`src/rtl/cache_pkg.sv`:
```
// Types and default geometry shared by the cache, main_mem and the line write-back buffer.
package cache_pkg;

  localparam int DEF_LINE_ADDR_LEN = 3;
  localparam int DEF_ADDR_LEN      = 9;

  function automatic int line_size(input int line_addr_len);
    return 1 << line_addr_len;
  endfunction

  localparam int LINE_SIZE = line_size(DEF_LINE_ADDR_LEN);

  typedef logic [LINE_SIZE-1:0][31:0] line_t;

  typedef enum logic [1:0] {
    IDLE,
    FILL,
    DRAIN,
    RESP
  } wb_state_e;

endpackage

```
`src/rtl/line_write_buffer_if.sv`:
```
// Line-granular memory port; the cache side and main_mem side share this shape and gnt contract.
interface line_write_buffer_if
  import cache_pkg::*;
#(
  parameter int ADDR_LEN      = DEF_ADDR_LEN,
  parameter int LINE_ADDR_LEN = DEF_LINE_ADDR_LEN
);

  localparam int LSZ = line_size(LINE_ADDR_LEN);

  logic [ADDR_LEN-1:0]    addr;
  logic                   rd_req;
  logic                   wr_req;
  logic [LSZ-1:0][31:0]   wr_line;
  logic [LSZ-1:0][31:0]   rd_line;
  logic                   gnt;

  modport master (
    output addr, rd_req, wr_req, wr_line,
    input  rd_line, gnt
  );

  modport slave (
    input  addr, rd_req, wr_req, wr_line,
    output rd_line, gnt
  );

endinterface

```
`src/rtl/line_write_buffer_entries.sv`:
```
// Storage for buffered lines: valid/addr/line per slot, associative lookup plus head read port.
module wb_entry_array
  import cache_pkg::*;
#(
  parameter int ADDR_LEN  = DEF_ADDR_LEN,
  parameter int LSZ       = LINE_SIZE,
  parameter int DEPTH     = 4
) (
  input  logic                       clk,
  input  logic                       rst,
  input  logic [ADDR_LEN-1:0]        i_lookup_addr,
  output logic                       o_hit,
  output logic [$clog2(DEPTH)-1:0]   o_hit_idx,
  output logic [LSZ-1:0][31:0]       o_hit_line,
  input  logic [$clog2(DEPTH)-1:0]   i_head_idx,
  output logic [ADDR_LEN-1:0]        o_head_addr,
  output logic [LSZ-1:0][31:0]       o_head_line,
  input  logic                       i_wr_en,
  input  logic [$clog2(DEPTH)-1:0]   i_wr_idx,
  input  logic [ADDR_LEN-1:0]        i_wr_addr,
  input  logic [LSZ-1:0][31:0]       i_wr_line,
  input  logic                       i_inv_en,
  input  logic [$clog2(DEPTH)-1:0]   i_inv_idx
);

  localparam int IDX_W = $clog2(DEPTH);

  logic [DEPTH-1:0]     r_valid;
  logic [ADDR_LEN-1:0]  r_addr [DEPTH];
  logic [LSZ-1:0][31:0] r_line [DEPTH];

  logic                 w_hit;
  logic [IDX_W-1:0]     w_hit_idx;

  // At most one valid slot can match, so no priority is needed between hits.
  always_comb begin
    w_hit     = 1'b0;
    w_hit_idx = '0;
    for (int i = 0; i < DEPTH; i++) begin
      if (r_valid[i] && (r_addr[i] == i_lookup_addr)) begin
        w_hit     = 1'b1;
        w_hit_idx = IDX_W'(i);
      end
    end
  end

  assign o_hit       = w_hit;
  assign o_hit_idx   = w_hit_idx;
  assign o_hit_line  = r_line[w_hit_idx];
  assign o_head_addr = r_addr[i_head_idx];
  assign o_head_line = r_line[i_head_idx];

  always_ff @(posedge clk or posedge rst) begin
    if (rst) begin
      r_valid <= '0;
    end else begin
      if (i_wr_en)  r_valid[i_wr_idx]  <= 1'b1;
      if (i_inv_en) r_valid[i_inv_idx] <= 1'b0;
    end
  end

  // Payload needs no reset: it is only ever observed through a set valid bit.
  always_ff @(posedge clk) begin
    if (i_wr_en) begin
      r_addr[i_wr_idx] <= i_wr_addr;
      r_line[i_wr_idx] <= i_wr_line;
    end
  end

endmodule

```
`src/rtl/line_write_buffer.sv`:
```
// Write-back line buffer between the cache memory port and main_mem; reads are served
// from buffered lines when they match, and buffered lines drain when the port is idle.
module line_write_buffer
  import cache_pkg::*;
#(
  parameter int LINE_ADDR_LEN = DEF_LINE_ADDR_LEN,
  parameter int ADDR_LEN      = DEF_ADDR_LEN,
  parameter int DEPTH         = 4
) (
  input  logic                 clk,
  input  logic                 rst,
  line_write_buffer_if.slave   up,
  line_write_buffer_if.master  mem,
  output logic                 empty,
  output logic                 full
);

  localparam int LSZ   = line_size(LINE_ADDR_LEN);
  localparam int PTR_W = $clog2(DEPTH);
  localparam int CNT_W = PTR_W + 1;

  typedef logic [LSZ-1:0][31:0] wline_t;

  wb_state_e            r_state;
  logic [PTR_W-1:0]     r_head;
  logic [PTR_W-1:0]     r_tail;
  logic [CNT_W-1:0]     r_count;
  logic                 r_up_gnt;
  wline_t               r_up_rd_line;
  logic                 r_mem_rd_req;
  logic                 r_mem_wr_req;
  logic [ADDR_LEN-1:0]  r_mem_addr;
  wline_t               r_mem_wr_line;
  logic                 r_empty;
  logic                 r_full;

  logic                 w_hit;
  logic [PTR_W-1:0]     w_hit_idx;
  wline_t               w_hit_line;
  logic [ADDR_LEN-1:0]  w_head_addr;
  wline_t               w_head_line;
  logic                 w_idle_live;
  logic                 w_at_cap;
  logic                 w_wr_accept;
  logic                 w_enq;
  logic                 w_deq;
  logic [PTR_W-1:0]     w_wr_idx;
  logic [CNT_W-1:0]     w_count_nxt;

  wb_entry_array #(
    .ADDR_LEN (ADDR_LEN),
    .LSZ      (LSZ),
    .DEPTH    (DEPTH)
  ) u_entries (
    .clk           (clk),
    .rst           (rst),
    .i_lookup_addr (up.addr),
    .o_hit         (w_hit),
    .o_hit_idx     (w_hit_idx),
    .o_hit_line    (w_hit_line),
    .i_head_idx    (r_head),
    .o_head_addr   (w_head_addr),
    .o_head_line   (w_head_line),
    .i_wr_en       (w_wr_accept),
    .i_wr_idx      (w_wr_idx),
    .i_wr_addr     (up.addr),
    .i_wr_line     (up.wr_line),
    .i_inv_en      (w_deq),
    .i_inv_idx     (r_head)
  );

  // The IDLE cycle in which up_gnt is visible still sees the old req, so it is skipped.
  assign w_idle_live = (r_state == IDLE) && !r_up_gnt;
  assign w_at_cap    = (r_count == CNT_W'(DEPTH));
  assign w_wr_accept = w_idle_live && up.wr_req && (w_hit || !w_at_cap);
  assign w_enq       = w_wr_accept && !w_hit;
  assign w_deq       = (r_state == DRAIN) && mem.gnt;
  assign w_wr_idx    = w_hit ? w_hit_idx : r_tail;
  assign w_count_nxt = r_count + CNT_W'(w_enq) - CNT_W'(w_deq);

  always_ff @(posedge clk or posedge rst) begin
    if (rst) begin
      r_state       <= IDLE;
      r_head        <= '0;
      r_tail        <= '0;
      r_count       <= '0;
      r_up_gnt      <= 1'b0;
      r_up_rd_line  <= '0;
      r_mem_rd_req  <= 1'b0;
      r_mem_wr_req  <= 1'b0;
      r_mem_addr    <= '0;
      r_mem_wr_line <= '0;
      r_empty       <= 1'b1;
      r_full        <= 1'b0;
    end else begin
      r_count  <= w_count_nxt;
      r_empty  <= (w_count_nxt == '0);
      r_full   <= (w_count_nxt == CNT_W'(DEPTH));
      r_up_gnt <= 1'b0;
      if (w_enq) r_tail <= r_tail + 1'b1;
      if (w_deq) r_head <= r_head + 1'b1;

      case (r_state)
        IDLE: begin
          if (w_idle_live) begin
            if (up.wr_req) begin
              if (w_hit || !w_at_cap) begin
                r_state <= RESP;
              end else begin
                r_state       <= DRAIN;
                r_mem_wr_req  <= 1'b1;
                r_mem_addr    <= w_head_addr;
                r_mem_wr_line <= w_head_line;
              end
            end else if (up.rd_req) begin
              if (w_hit) begin
                r_up_rd_line <= w_hit_line;
                r_state      <= RESP;
              end else begin
                r_state      <= FILL;
                r_mem_rd_req <= 1'b1;
                r_mem_addr   <= up.addr;
              end
            end else if (r_count != '0) begin
              r_state       <= DRAIN;
              r_mem_wr_req  <= 1'b1;
              r_mem_addr    <= w_head_addr;
              r_mem_wr_line <= w_head_line;
            end
          end
        end
        FILL: begin
          if (mem.gnt) begin
            r_up_rd_line <= mem.rd_line;
            r_mem_rd_req <= 1'b0;
            r_mem_addr   <= '0;
            r_state      <= RESP;
          end
        end
        DRAIN: begin
          if (mem.gnt) begin
            r_mem_wr_req <= 1'b0;
            r_mem_addr   <= '0;
            r_state      <= IDLE;
          end
        end
        RESP: begin
          r_up_gnt <= 1'b1;
          r_state  <= IDLE;
        end
        default: r_state <= IDLE;
      endcase
    end
  end

  assign up.gnt      = r_up_gnt;
  assign up.rd_line  = r_up_rd_line;
  assign mem.addr    = r_mem_addr;
  assign mem.rd_req  = r_mem_rd_req;
  assign mem.wr_req  = r_mem_wr_req;
  assign mem.wr_line = r_mem_wr_line;
  assign empty       = r_empty;
  assign full        = r_full;

endmodule

```
`src/flat_wrapper.sv`:
```
// flat-port wrapper written by rule: the top's interface ports become plain ports
module line_write_buffer_flat import cache_pkg::*;
#(
  parameter int LINE_ADDR_LEN = DEF_LINE_ADDR_LEN,
  parameter int ADDR_LEN      = DEF_ADDR_LEN,
  parameter int DEPTH         = 4
)
  (clk, rst, empty, full, up_addr, up_rd_req, up_wr_req, up_wr_line, up_rd_line, up_gnt, mem_addr, mem_rd_req, mem_wr_req, mem_wr_line, mem_rd_line, mem_gnt);
  line_write_buffer_if #(.ADDR_LEN(ADDR_LEN), .LINE_ADDR_LEN(LINE_ADDR_LEN)) up_i ();
  line_write_buffer_if #(.ADDR_LEN(ADDR_LEN), .LINE_ADDR_LEN(LINE_ADDR_LEN)) mem_i ();
  input  logic clk;
  input  logic rst;
  output logic empty;
  output logic full;
  input wire logic [$bits(up_i.addr)-1:0] up_addr;
  input wire logic [$bits(up_i.rd_req)-1:0] up_rd_req;
  input wire logic [$bits(up_i.wr_req)-1:0] up_wr_req;
  input wire logic [$bits(up_i.wr_line)-1:0] up_wr_line;
  output wire logic [$bits(up_i.rd_line)-1:0] up_rd_line;
  output wire logic [$bits(up_i.gnt)-1:0] up_gnt;
  output wire logic [$bits(mem_i.addr)-1:0] mem_addr;
  output wire logic [$bits(mem_i.rd_req)-1:0] mem_rd_req;
  output wire logic [$bits(mem_i.wr_req)-1:0] mem_wr_req;
  output wire logic [$bits(mem_i.wr_line)-1:0] mem_wr_line;
  input wire logic [$bits(mem_i.rd_line)-1:0] mem_rd_line;
  input wire logic [$bits(mem_i.gnt)-1:0] mem_gnt;
  assign up_i.addr = up_addr;
  assign up_i.rd_req = up_rd_req;
  assign up_i.wr_req = up_wr_req;
  assign up_i.wr_line = up_wr_line;
  assign up_rd_line = up_i.rd_line;
  assign up_gnt = up_i.gnt;
  assign mem_addr = mem_i.addr;
  assign mem_rd_req = mem_i.rd_req;
  assign mem_wr_req = mem_i.wr_req;
  assign mem_wr_line = mem_i.wr_line;
  assign mem_i.rd_line = mem_rd_line;
  assign mem_i.gnt = mem_gnt;
  line_write_buffer #(.LINE_ADDR_LEN(LINE_ADDR_LEN), .ADDR_LEN(ADDR_LEN), .DEPTH(DEPTH)) u_core (.clk(clk), .rst(rst), .up(up_i), .mem(mem_i), .empty(empty), .full(full));
endmodule
```
`config.mk`:
```
export PLATFORM = sky130hd
export DESIGN_NAME = line_write_buffer_flat
export DESIGN_NICKNAME = d
export VERILOG_FILES = /design/src/rtl/cache_pkg.sv /design/src/rtl/line_write_buffer_if.sv /design/src/rtl/line_write_buffer_entries.sv /design/src/rtl/line_write_buffer.sv /design/src/flat_wrapper.sv
export SDC_FILE = /design/constraint.sdc
export NUM_CORES = 2
export LEC_CHECK = 0
export BUFFER_PORTS_ARGS = -buffer_cell sky130_fd_sc_hd__buf_2
export CAP_MARGIN = 20
export CORE_MARGIN = 1
export CORE_UTILIZATION = 35
export DETAILED_ROUTE_END_ITERATION = 6
export SYNTH_ARGS = -nofsm -noshare
export SYNTH_HDL_FRONTEND = slang
export SYNTH_SLANG_ARGS = --single-unit
```
`constraint.sdc`:
```
create_clock -name clk -period 21.1 [get_ports clk]
set_clock_uncertainty 0.15 [all_clocks]
set_input_delay 2.11 -clock clk [delete_from_list [all_inputs] [get_ports clk]]
set_output_delay 2.11 -clock clk [all_outputs]
set_load 0.02 [all_outputs]
```
# Word-level counts from Yosys, hierarchy flattened
# Memory sizes are Yosys's and may differ from the RTL's.
# Cells that the tools add are included.
[classes]
addsub = 4
n_reduce_logical = 29
bitwise = 3
n_eq_ne = 24
order_cmp = 4
n_mux = 56
[op_table]
columns = ["op", "count"]
rows = [
  ["2-to-1 mux 256 bit", 9],
  ["case mux 256 bit (2 select lines)", 1],
  ["2-to-1 mux 9 bit", 7],
  ["equality test 9 bit", 4],
  ["AND reduction 6 bit", 4],
  ["2-to-1 mux 1 bit", 21],
  ["2-to-1 mux 2 bit", 10],
  ["case mux 9 bit (2 select lines)", 1],
  ["inequality test 2 bit (second input constant)", 6],
  ["logical AND 1 bit", 11],
  ["inequality test 3 bit (second input constant)", 3],
  ["2-to-1 mux 4 bit", 2],
  ["inequality test 2 x 1 -> 1 bit (second input constant)", 4],
  ["inequality test 4 bit (second input constant)", 2],
  ["case mux 2 bit (4 select lines)", 1],
  ["nonzero test 2 bit", 4],
  ["equality test 3 bit (second input constant)", 2],
  ["< comparator 2 x 3 -> 1 bit (second input constant)", 2],
  ["AND reduction 5 bit", 1],
  ["adder 2 x 1 -> 2 bit (second input constant)", 2],
  ["AND 4 bit", 1],
  ["demux 1 bit (select 2 bit)", 2],
  ["equality test 2 bit (second input constant)", 2],
  [">= comparator 2 x 1 -> 1 bit (second input constant)", 2],
  ["13 further kinds", 16],
]
[word_totals]
input_bits = 526
ramBits = 1060
regBits = 539
mem_count = 2
out_inout_bits = 526
elab_cells = 149
[memory_table]
columns = ["name", "depth", "width", "rd", "rd_clocked_by_memory_dff", "write_ports", "line", "text"]
rows = [
  ["u_core.u_entries.r_line", 4, 256, 2, 0, 1, "line_write_buffer_entries.sv:30", "logic [LSZ-1:0][31:0] r_line [DEPTH];"],
  ["u_core.u_entries.r_addr", 4, 9, 5, 0, 1, "line_write_buffer_entries.sv:29", "logic [ADDR_LEN-1:0] r_addr [DEPTH];"],
]

# Logic depth before layout (Yosys ltp)
# An unclocked memory read counts as a cell.
[depth]
ltp_word = 16
depth_mapped = 12

# Hierarchy
# From an unflattened synthesis, not the netlist that was laid out.
[hier_totals]
hier_cells = 5005
hier_area_um2 = 70980.6
[modules_own_cells]
columns = ["module", "seq_area_each_um2", "instances", "cells_each", "area_per_inst_um2"]
rows = [
  ["wb_entry_array", 31930.6, 1, 3223, 48562.8],
  ["line_write_buffer", 13389.1, 1, 1782, 22417.8],
]

# Worst setup path after synthesis
# OpenSTA, ideal clock, no wires.
[synth_timing]
path_type = "input -> register"
start = "in up_addr[4]"
end = "mem u_core.u_entries.r_addr[0][0] in the netlist's numbering (enable)"
setup_ns = 0.898
cell_stages = 9
slack_ns = 5.371
path_buffers = 3
arrival_time_ns = 14.681
path_cell_list = "buf_2 xor2_1 nor4_1 nand4_1 clkbuf_1 clkbuf_1 nand2_1 o2111ai_1 nor2_1"
[synth_via]
elab_chain_cells = 10
elab_cells_between_ends = 20
cone_classes = "4 x eq/ne; 10 x mux; 6 x reduce/logical"
[synth_lines]
columns = ["element", "line", "text"]
rows = [
  ["start, declared", "flat_wrapper.sv:15", "input wire logic [$bits(up_i.addr)-1:0] up_addr;"],
  ["equality test 9 bit", "line_write_buffer_entries.sv:40", "if (r_valid[i] && (r_addr[i] == i_lookup_addr)) begin"],
  ["logical AND 1 bit", "line_write_buffer_entries.sv:40", ""],
  ["2-to-1 mux 1 bit (4 in series)", "line_write_buffer_entries.sv:40", ""],
  ["logical OR 1 bit", "line_write_buffer.sv:75", "assign w_wr_accept = w_idle_live && up.wr_req && (w_hit || !w_at_cap);"],
  ["logical AND 1 bit", "line_write_buffer.sv:75", ""],
  ["2-to-1 mux 1 bit", "line_write_buffer_entries.sv:64", "if (i_wr_en) begin"],
  ["2-to-1 mux 1 bit (not written as such)", "line_write_buffer_entries.sv:65", "r_addr[i_wr_idx] <= i_wr_addr;"],
  ["end, declared", "line_write_buffer_entries.sv:29", ""],
]
# Several ways; a longest one is shown, not always the timed one.

# Worst setup path after layout
[layout_timing]
start = "in up_addr[4]"
end = "mem u_core.u_entries.r_line[3][59] in the netlist's numbering (enable)"
[layout_via]
elab_chain_cells = 10
elab_cells_between_ends = 20
cone_classes = "4 x eq/ne; 10 x mux; 6 x reduce/logical"
[layout_lines]
columns = ["element", "line", "text"]
rows = [
  ["equality test 9 bit", "line_write_buffer_entries.sv:40", ""],
  ["logical AND 1 bit", "line_write_buffer_entries.sv:40", ""],
  ["2-to-1 mux 1 bit (4 in series)", "line_write_buffer_entries.sv:40", ""],
  ["logical OR 1 bit", "line_write_buffer.sv:75", ""],
  ["logical AND 1 bit", "line_write_buffer.sv:75", ""],
  ["2-to-1 mux 1 bit", "line_write_buffer_entries.sv:64", ""],
  ["2-to-1 mux 1 bit (not written as such)", "line_write_buffer_entries.sv:66", "r_line[i_wr_idx] <= i_wr_line;"],
  ["end, declared", "line_write_buffer_entries.sv:30", ""],
]
# Several ways; a longest one is shown, not always the timed one.

==> reports/results.ini <==
[min_path]
holdPathStages=1
worstHoldEndpoint=u_core.mem.wr_line[183]$_DFFE_PP0P_
hold_class=flop to flop
min_from=u_core.mem.wr_line[183]$_DFFE_PP0P_

[yosys]
postSynthAreaPerCell_sq_um=16.2
yosys.area.top_type=edfxtp_1
yosys_register_bits=1599
synth-main-ff-cell=edfxtp_1
ys_warn_count=0
synth.top_cells.by_area=edfxtp_1, dfrtp_1, mux4_2
synthArstFlopShare_pct=33.7
syn_nets=4720
syn_area_sq_um=67600
yosysTopAreaCellShare_pct=47.1
seq_area_frac_synth_pct=67.1
synthTopCellsByCount=edfxtp_1, dfrtp_1, nor2_1
synth_cell_type_count=49
synth_edf_count=1060
synth_most_common_cell=edfxtp_1
synth_cells=4182

[floorplan]
die_area_sq_um=195000
rows=160
start_util_pct=35.4
fp.dieH_microns=441
coreArea_sq_um=191000
die_x_microns=441
io_pins=1052

[cells_and_area]
syn_to_final_growth_pct=20.1
drive_above_1_share_pct=40.8
nets=5689
fill_cells=17300
post-route-util_pct=42.5

[worst_setup_path]
path_max_fanout=56
startpoint_type=input pin
rrSetupSlack_ps=15240
endpoint_kind=flop
crit_arrival_ps=7160
worst-setup-path-type=input pin to flop
r2r_start=u_core.r_state[1]$_DFFE_PP0P_
worst_r2r_path_depth=12
rr_endpoint=u_core.up.rd_line[33]$_DFFE_PP0P_
worstPathRequired_ps=21380

[global_route]
met2_usage_pct=35.7
grt_pass1_vias=44100
grt.busiest_layer=met2
grt_usage_pct=22.5
grt_util_met3_pct=5.37
antenna_found_initial=104
grt_pass1_wl_mm=319
grt_max_degree=177
grt_overflow_total=0
grt_use_met1_pct=28.9

[cts]
ctsResizeCount=0
cts_setup_buffers=0
root_buffer=clkbuf_16
cts.clk_slew.worst_paths_ps=60
cts.path.max_buffers=3
cts-htree-levels=4
hold_buffers=0
cts_tree=built
numCtsBuffers=173
cts_sinks=1599
clock_latency_ps=810

[timing]
fin_tns_setup_ps=0
slew_violations=0
setup-violations-final=0
worst_pin_slew_ps=1320
fmax_mhz=145
layout_min_cycle_time_ps=6880
period_share_pct=32.6
relSlewSlack_pct=11.8
hold_viol_final=0
rsz0062_at_grt=false

[route]
wl_per_cell_microns=28.7
ant_nets=0
drc=0
viasPerCell=5.64
via_count=44400
drt_iter0_drc=3722
firstDrtPassIters=7
drt_wl_total_mm=226

[power]
p_leak_nw=30.3
ir_drop_uv=119
p_per_area_nw_per_um2=150

[flow_run]
max_cap_violations=0

[placed_design]
dp_hpwl_mm=147
place_congestion=0.911
io_buffers=1051

[status]
status=finished, final reports clean

-- metal layers --
layer / vias up / part of all wire (%) / wire length, microns
li1: 18600 / - / -
met1: 23300 / 40 / 89900
met2: 2019 / 48 / 109000
met3: 472 / 7.3 / 16600
met4: 48 / 4.6 / 10500
met5: - / 0.14 / 326
-- cell type report --
type	count	area [sq um]	area share, %
diodes	69	173	0.213
clock buffers	250	4920	6.06
clock inverters	74	843	1.04
inverters	12	60.1	0.0740
multi-input cells	2241	20800	25.6
flip-flops and latches	1599	45300	55.8
well taps	2511	3140	3.87
repair buffers	1124	5910	7.28
-- flip-flops by register name (all words and copies together), names as in the netlist --
signal	count
u_core.mem.rd_req	1
u_core.r_count	3
u_core.u_entries.r_addr	36
u_core.up.gnt	1
u_core.full	1
u_core.u_entries.r_valid	4
u_core.r_state	2
u_core.u_entries.r_line	1024
u_core.r_head	2
u_core.mem.addr	9
u_core.r_tail	2
u_core.mem.wr_req	1
u_core.up.rd_line	256
u_core.mem.wr_line	256
u_core.empty	1
-- stage by stage --
step	instance area (sq um)	setup WS [ps]	instances	hold WS, ps	total power, mW
finish	81200	14220	7880	335	12.2
global route	81100	13980	7851	360	12.7
CTS	81000	14190	7811	339	12.3
detailed placement	75200	13320	7487	326	9.20
global placement	75200	13410	7487	317	9.16
floorplan	67600	3780	4182	308	7.62
-- worst max path at each step --
stage                          start                                         to  slack (ps)  cells after the start
final                     up_addr[4]   u_core.u_entries.r_line[3][59]$_DFFE_PP_       14220                     10
after global routing      up_addr[4]  u_core.u_entries.r_line[3][249]$_DFFE_PP_       13980                     10
after CTS                 up_addr[4]  u_core.u_entries.r_line[3][249]$_DFFE_PP_       14190                     10
after detailed placement  up_addr[4]   u_core.u_entries.r_line[3][61]$_DFFE_PP_       13320                     10
after global placement    up_addr[0]   u_core.u_entries.r_line[3][65]$_DFFE_PP_       13410                     10
after floorplan                  rst                      u_core.full$_DFF_PP0_        3780                      1
-- kinds of logic after synthesis --
| family | share of synthesized area [%] |
|---|---|
| buffers and inverters | 2.27 |
| DFF | 67.1 |
| adders and majority gates | 0.233 |
| xor gates and xnor gates | 0.531 |
| muxes | 17.5 |
| AOI/OAI and AO/OA | 8.94 |
| and+or+nand+nor | 3.43 |
-- power breakdown --
| part | total, mW | switching (mW) | internal [mW] |
|---|---|---|---|
| clock | 3.06 | 1.29 | 1.77 |
| combinational | 4.45 | 2.70 | 1.75 |
| sequential | 4.69 | 0.527 | 4.16 |
| total | 12.2 | 4.52 | 7.68 |
-- critical path: stages --
cell       delay [ps]
buf_2             170
xnor2_1           310
nand2_1           140
or3_1             460
nand2_4           480
a2bb2oi_1         270
nor2_4            750
buf_4             840
buf_4             730
buf_4             700
-- cell usage in the layout (no fill, tap or decap), types with 4 or more instances in the layout --
cell type / Yosys / layout
edfxtp_1: 1060 / 1060
buf_2: 48 / 1051
dfrtp_1: 538 / 536
nor2_1: 523 / 519
mux2_2: 499 / 499
a21oi_1: 265 / 265
mux4_2: 265 / 265
a2bb2oi_1: 261 / 261
o221ai_1: 256 / 256
clkbuf_16: 0 / 174
diode_2: 0 / 69
buf_4: 2 / 65
clkbuf_1: 222 / 48
nand2_1: 37 / 35
clkbuf_8: 0 / 28
xnor2_1: 24 / 24
clkinv_2: 0 / 24
mux2_1: 22 / 22
clkinv_1: 1 / 19
xor2_1: 17 / 17
bufinv_16: 0 / 11
inv_1: 11 / 10
ha_1: 11 / 10
nand4_1: 8 / 8
buf_12: 0 / 8
nor3_1: 7 / 7
o21ai_0: 7 / 7
clkinv_8: 0 / 5
or3_1: 5 / 4
nor4_1: 4 / 4
nor2_4: 0 / 4
inv_6: 0 / 4
inv_16: 0 / 4
No activity file was read; power rests on OpenSTA's default activity.
